**src/rtl/spi_byte_sequencer.sv**
```systemverilog
// -----------------------------------------------------------------------------
// spi_byte_sequencer
//
// Byte-level controller for an SPI slave shift register. Frames transactions on
// chip select, counts oversampled sclk falling edges to delimit bytes, loads the
// next transmit byte into the shift register at byte start and hands the
// received byte to the host at byte end.
//
// Ports
//   writeClk   system clock, all logic on the rising edge
//   reset      synchronous active-high reset
//   sclk, csN  raw SPI clock (CPOL=0) and active-low chip select
//   srPOut     shift register parallel output (received byte)
//   srWriteP   shift register parallel-load strobe (one cycle per byte)
//   srPIn      shift register parallel-load data
//   srResetN   shift register active-low reset (low while idle)
//   txData/txValid/txReady   transmit byte handshake (txReady = consumed)
//   rxData/rxValid/rxReady   receive byte handshake (rxValid = updated)
//   rxOverrun  sticky: a byte completed while rxReady was low
//   aborted    pulse: chip select released mid-byte
//   busy       high whenever the sequencer is not idle
//   byteCount  bytes completed in the current transaction (wraps)
// -----------------------------------------------------------------------------
module spi_byte_sequencer #(
  parameter logic [7:0] IDLE_BYTE = 8'hFF,
  parameter int         CNT_W     = 8
) (
  input  logic             writeClk,
  input  logic             reset,
  input  logic             sclk,
  input  logic             csN,
  input  logic [7:0]       srPOut,
  output logic             srWriteP,
  output logic [7:0]       srPIn,
  output logic             srResetN,
  input  logic [7:0]       txData,
  input  logic             txValid,
  output logic             txReady,
  output logic [7:0]       rxData,
  output logic             rxValid,
  input  logic             rxReady,
  output logic             rxOverrun,
  output logic             aborted,
  output logic             busy,
  output logic [CNT_W-1:0] byteCount
);

  typedef enum logic [1:0] {IDLE, LOAD, SHIFT, DONE} state_t;

  // Synchronizer chains: [0] first flop, [1] synchronized value, [2] previous.
  logic [2:0] cs_sync_reg;
  logic [2:0] sclk_sync_reg;
  logic       cs_s;

  // Edge detects are registered so every FSM input comes straight from a flop.
  logic cs_fall_reg, cs_rise_reg, sclk_fall_reg;

  state_t     state_reg, state_next;
  logic [2:0] bit_cnt_reg, bit_cnt_next;

  logic             wp_reg, wp_next;
  logic [7:0]       pin_reg, pin_next;
  logic             srn_reg, srn_next;
  logic             txr_reg, txr_next;
  logic [7:0]       rxd_reg, rxd_next;
  logic             rxv_reg, rxv_next;
  logic             ovr_reg, ovr_next;
  logic             abort_reg, abort_next;
  logic             busy_reg, busy_next;
  logic [CNT_W-1:0] cnt_reg, cnt_next;

  assign cs_s = cs_sync_reg[1];

  always_ff @(posedge writeClk) begin
    if (reset) begin
      cs_sync_reg   <= 3'b111;
      sclk_sync_reg <= 3'b000;
      cs_fall_reg   <= 1'b0;
      cs_rise_reg   <= 1'b0;
      sclk_fall_reg <= 1'b0;
    end else begin
      cs_sync_reg   <= {cs_sync_reg[1:0], csN};
      sclk_sync_reg <= {sclk_sync_reg[1:0], sclk};
      cs_fall_reg   <= cs_sync_reg[2] & ~cs_sync_reg[1];
      cs_rise_reg   <= ~cs_sync_reg[2] & cs_sync_reg[1];
      sclk_fall_reg <= sclk_sync_reg[2] & ~sclk_sync_reg[1];
    end
  end

  always_comb begin
    state_next   = state_reg;
    bit_cnt_next = bit_cnt_reg;
    wp_next      = 1'b0;
    txr_next     = 1'b0;
    rxv_next     = 1'b0;
    abort_next   = 1'b0;
    pin_next     = pin_reg;
    rxd_next     = rxd_reg;
    ovr_next     = ovr_reg;
    cnt_next     = cnt_reg;

    case (state_reg)
      IDLE: begin
        if (cs_fall_reg) begin
          state_next = LOAD;
          cnt_next   = '0;
          ovr_next   = 1'b0;
        end
      end
      LOAD: begin
        state_next   = SHIFT;
        bit_cnt_next = 3'd0;
      end
      SHIFT: begin
        // A chip-select release beats a simultaneous final sclk edge.
        if (cs_rise_reg) begin
          state_next = IDLE;
          abort_next = 1'b1;
        end else if (sclk_fall_reg) begin
          if (bit_cnt_reg == 3'd7) begin
            state_next = DONE;
          end else begin
            bit_cnt_next = bit_cnt_reg + 3'd1;
          end
        end
      end
      DONE: begin
        state_next = (cs_s || cs_rise_reg) ? IDLE : LOAD;
      end
      default: state_next = IDLE;
    endcase

    // Outputs are registered, so they are decoded from the state being entered
    // and appear in the same cycle the FSM occupies that state.
    case (state_next)
      LOAD: begin
        wp_next  = 1'b1;
        pin_next = txValid ? txData : IDLE_BYTE;
        txr_next = txValid;
      end
      DONE: begin
        rxv_next = 1'b1;
        rxd_next = srPOut;
        cnt_next = cnt_reg + CNT_W'(1);
        if (!rxReady) begin
          ovr_next = 1'b1;
        end
      end
      default: ;
    endcase

    busy_next = (state_next != IDLE);
    srn_next  = (state_next != IDLE);
  end

  always_ff @(posedge writeClk) begin
    if (reset) begin
      state_reg   <= IDLE;
      bit_cnt_reg <= 3'd0;
      wp_reg      <= 1'b0;
      pin_reg     <= 8'h00;
      srn_reg     <= 1'b0;
      txr_reg     <= 1'b0;
      rxd_reg     <= 8'h00;
      rxv_reg     <= 1'b0;
      ovr_reg     <= 1'b0;
      abort_reg   <= 1'b0;
      busy_reg    <= 1'b0;
      cnt_reg     <= '0;
    end else begin
      state_reg   <= state_next;
      bit_cnt_reg <= bit_cnt_next;
      wp_reg      <= wp_next;
      pin_reg     <= pin_next;
      srn_reg     <= srn_next;
      txr_reg     <= txr_next;
      rxd_reg     <= rxd_next;
      rxv_reg     <= rxv_next;
      ovr_reg     <= ovr_next;
      abort_reg   <= abort_next;
      busy_reg    <= busy_next;
      cnt_reg     <= cnt_next;
    end
  end

  assign srWriteP  = wp_reg;
  assign srPIn     = pin_reg;
  assign srResetN  = srn_reg;
  assign txReady   = txr_reg;
  assign rxData    = rxd_reg;
  assign rxValid   = rxv_reg;
  assign rxOverrun = ovr_reg;
  assign aborted   = abort_reg;
  assign busy      = busy_reg;
  assign byteCount = cnt_reg;

endmodule

```
**config.mk**
```make
export PLATFORM = sky130hd
export DESIGN_NAME = spi_byte_sequencer
export DESIGN_NICKNAME = d
export VERILOG_FILES = /design/src/rtl/spi_byte_sequencer.sv
export SDC_FILE = /design/constraint.sdc
export NUM_CORES = 1
export LEC_CHECK = 0
export ABC_AREA = 1
export CORE_MARGIN = 2
export CORE_UTILIZATION = 41
export DETAILED_ROUTE_END_ITERATION = 8
export HOLD_SLACK_MARGIN = 0.15
export PLACE_DENSITY = 0.75
export SLEW_MARGIN = 10
export SYNTH_ARGS = -nofsm -noshare
export SYNTH_HDL_FRONTEND = slang
export SYNTH_SLANG_ARGS = --single-unit
```
**constraint.sdc**
```tcl
create_clock -name writeClk -period 1.6 [get_ports writeClk]
set_clock_uncertainty 0.15 [all_clocks]
set_input_delay 0.24 -clock writeClk [delete_from_list [all_inputs] [get_ports writeClk]]
set_output_delay 0.24 -clock writeClk [all_outputs]
set_load 0.02 [all_outputs]
```
==> flow_summary.yaml <==
detailed_routing:
  avgViaCountPerCell: 4.96
  drtIter0Drc: 99
  ant_nets: 0
  firstDrtPassIters: 4
  vias: 1676
  wl_per_cell_um: 11.6
  wl_um: 3930
  drc_errors: 0
power:
  vdd_ir_drop_max_v: 0.000406
  finalPower_mw: 1.97
  power_leakage_nw: 1.15
  p_per_area_mw_per_mm2: 761
worst_setup_path:
  reg2reg_depth: 5
  startpoint: "state_reg[1]"
  worstSetupPathType: "reg -> reg"
  cp_max_fo: 19
  crit_path_end_kind: "flop"
  timing.rr.start: "state_reg[1]"
  worstPathRequired_ns: 1.63
  slowest_stage: "dfxtp_1"
  reg2reg_slack_ns: 0.02
  crit_path_cell_trace: "inv_2 -> o21ai_0 -> o21ai_4 -> a21oi_1 -> nor2_1"
  cp-start-kind: "flop"
  r2r_end: "srPIn[0]"
  cp.arrival_ns: 1.62
  crit_path_max_incr_delay_ns: 0.41
  endpoint: "srPIn[0]"
place:
  dp_slack_ns: -0.179
  placed_cells: 324
  place.gp.congestion: 0.741
  dp_hpwl_um: 2510
  io_buffers: 52
clocking:
  path_clk_slew_ns: 0.09
  h-tree-depth: 2
  cts_root_buffer: "clkbuf_8"
  cts_tree: "done"
  clock-sinks: 44
  cts_inserted_buffers: 5
  cts_buffer_depth: 2
  clock_latency_ns: 0.30
flow_run:
  cap_violations: 0
synth:
  avgSynthCellArea_um2: 7.79
  syn_area_mm2: 0.00175
  synth_seq_cells: 44
  ys_seq_area_share_pct: 50.2
  ys.flop_type: "dfxtp_1"
  yosysMostFrequentCell: "nand2_1"
  yosysTopAreaCellShare_pct: 50.2
  synth_cells: 225
  async_reset_ff_share_pct: 0
  yosysWarnings: 0
  ys_types: 25
  synth_top_area_cell: "dfxtp_1"
  synth-edff-count: 0
  synthTopCellsByCount: "nand2_1 (49), dfxtp_1 (44), nor2_1 (36), a21oi_1 (25), nand3_1 (19)"
  synthTopCellsByArea: "dfxtp_1 (50%), nand2_1 (10%), nor2_1 (7.7%)"
  synth_nets: 250
global_routing:
  grt_pass1_vias: 1538
  grt_max_degree: 23
  grt_pass1_wl_um: 6420
  grtUsageTotal_pct: 16.2
  grt.overflow.total: 0
  antenna_found_initial: 0
timing:
  relSlewSlack_pct: 62.3
  setup_viol: 0
  max_clock_freq_mhz: 631
  timing_hold_violations_final: 0
  worstMarginPinSlew_ns: 0.563
  fin_crit_sh_pct: 99.0
  finalWorstSetupSlack_ns: 0.0156
  rsz0062_at_grt: "yes"
  maxSlewViolCount: 0
  setup_tns_ns: 0
  min_period_ns: 1.58
finish:
  drive_gt1_share_pct: 19.8
  stdcell_count: 338
  nNetsFinal: 312
  diodes: 0
  area_delta_synth_final_pct: 47.3
  post-route-util_pct: 63.6
die:
  fp.dieW_um: 69.4
  coreArea_mm2: 0.00406
  boundaryPins: 53
  start_util_pct: 43.2
  die_y_um: 69.4
  dieArea_mm2: 0.00481
  rows: 23
hold_path:
  min_path_type: "reg -> reg"
  holdPathStages: 1
outcome:
  status: "completed"
## report_power, final
group / switching, mW / total, mW / internal (mW)
registers: 0.00976 / 1.12 / 1.11
logic: 0.0812 / 0.165 / 0.0833
clock network: 0.375 / 0.680 / 0.304
total: 0.466 / 1.97 / 1.50
## cells in the final DEF, fill, tap and decap left out, types with 3 or more instances in the layout
master / count
a21oi_2: 7
inv_1: 11
nand2_2: 9
buf_4: 5
clkdlybuf4s50_1: 21
dlygate4sd2_1: 31
nand3_1: 14
inv_2: 3
nand2_1: 43
clkbuf_8: 5
dfxtp_1: 41
dfxtp_2: 3
nor2_1: 35
nand3_2: 5
o21ai_0: 5
a21oi_1: 19
## critical path: cells and delay by family, from the launching register on
kind | cells | cell delay (ns)
buf+inv | 1 | 0.09
compound gates | 3 | 0.74
flops | 1 | 0.41
simple gates | 1 | 0.06
## through the flow
stage | cell area, µm² | hold WS (ns)
finish | 2580 | 0.266
global route | 2580 | 0.297
CTS | 2490 | 0.270
detailed placement | 2340 | 0.249
global placement | 2340 | 0.242
floorplan | 1760 | 0.169
## routing by layer
metal | global-route usage (%) | routed length (µm) | part of all wire [%]
met5 | 0 | 0 | 0
met4 | 5.45 | 47 | 1.2
met3 | 5.67 | 317 | 8.1
met2 | 27.8 | 1870 | 47
met1 | 18.6 | 1700 | 43
## how the worst min path moves through the flow
stage                           from                to
floorplan                      reset       cs_rise_reg
detailed placement  sclk_sync_reg[0]  sclk_sync_reg[1]
global route        sclk_sync_reg[0]  sclk_sync_reg[1]
CTS                 sclk_sync_reg[0]  sclk_sync_reg[1]
global placement      cs_sync_reg[0]    cs_sync_reg[1]
finish                cs_sync_reg[0]    cs_sync_reg[1]
## layout make-up
class,instances,area (µm²)
clock inverters,3,18.8
flip-flops and latches,44,885
well taps,50,62.6
repair buffers,62,609
fillers,373,1480
inverters,15,56.3
multi-input cells,159,881
clock buffers,5,68.8
## kinds of logic (layout without fill, tap and decap cells)
logic type,count (synthesis),after routing,share of synthesized area [%]
AO/OA/AOI/OAI,37,37,11.3
adder cells (fa/ha/maj),3,3,2.14
buffers and inverters,24,85,7.07
flip-flops,44,44,50.2
AND/OR/NAND/NOR,117,119,29.3
## repair_timing
action / CTS / global route
endpoints found under the setup margin: 60 / 26
setup buffers: 3 / 0
pin swaps: 2 / 6
gates resized for setup: 42 / 25
hold buffers: 0 / 0
gates cloned: 1 / 2
Note: power is estimated with default switching activity, not from simulation.
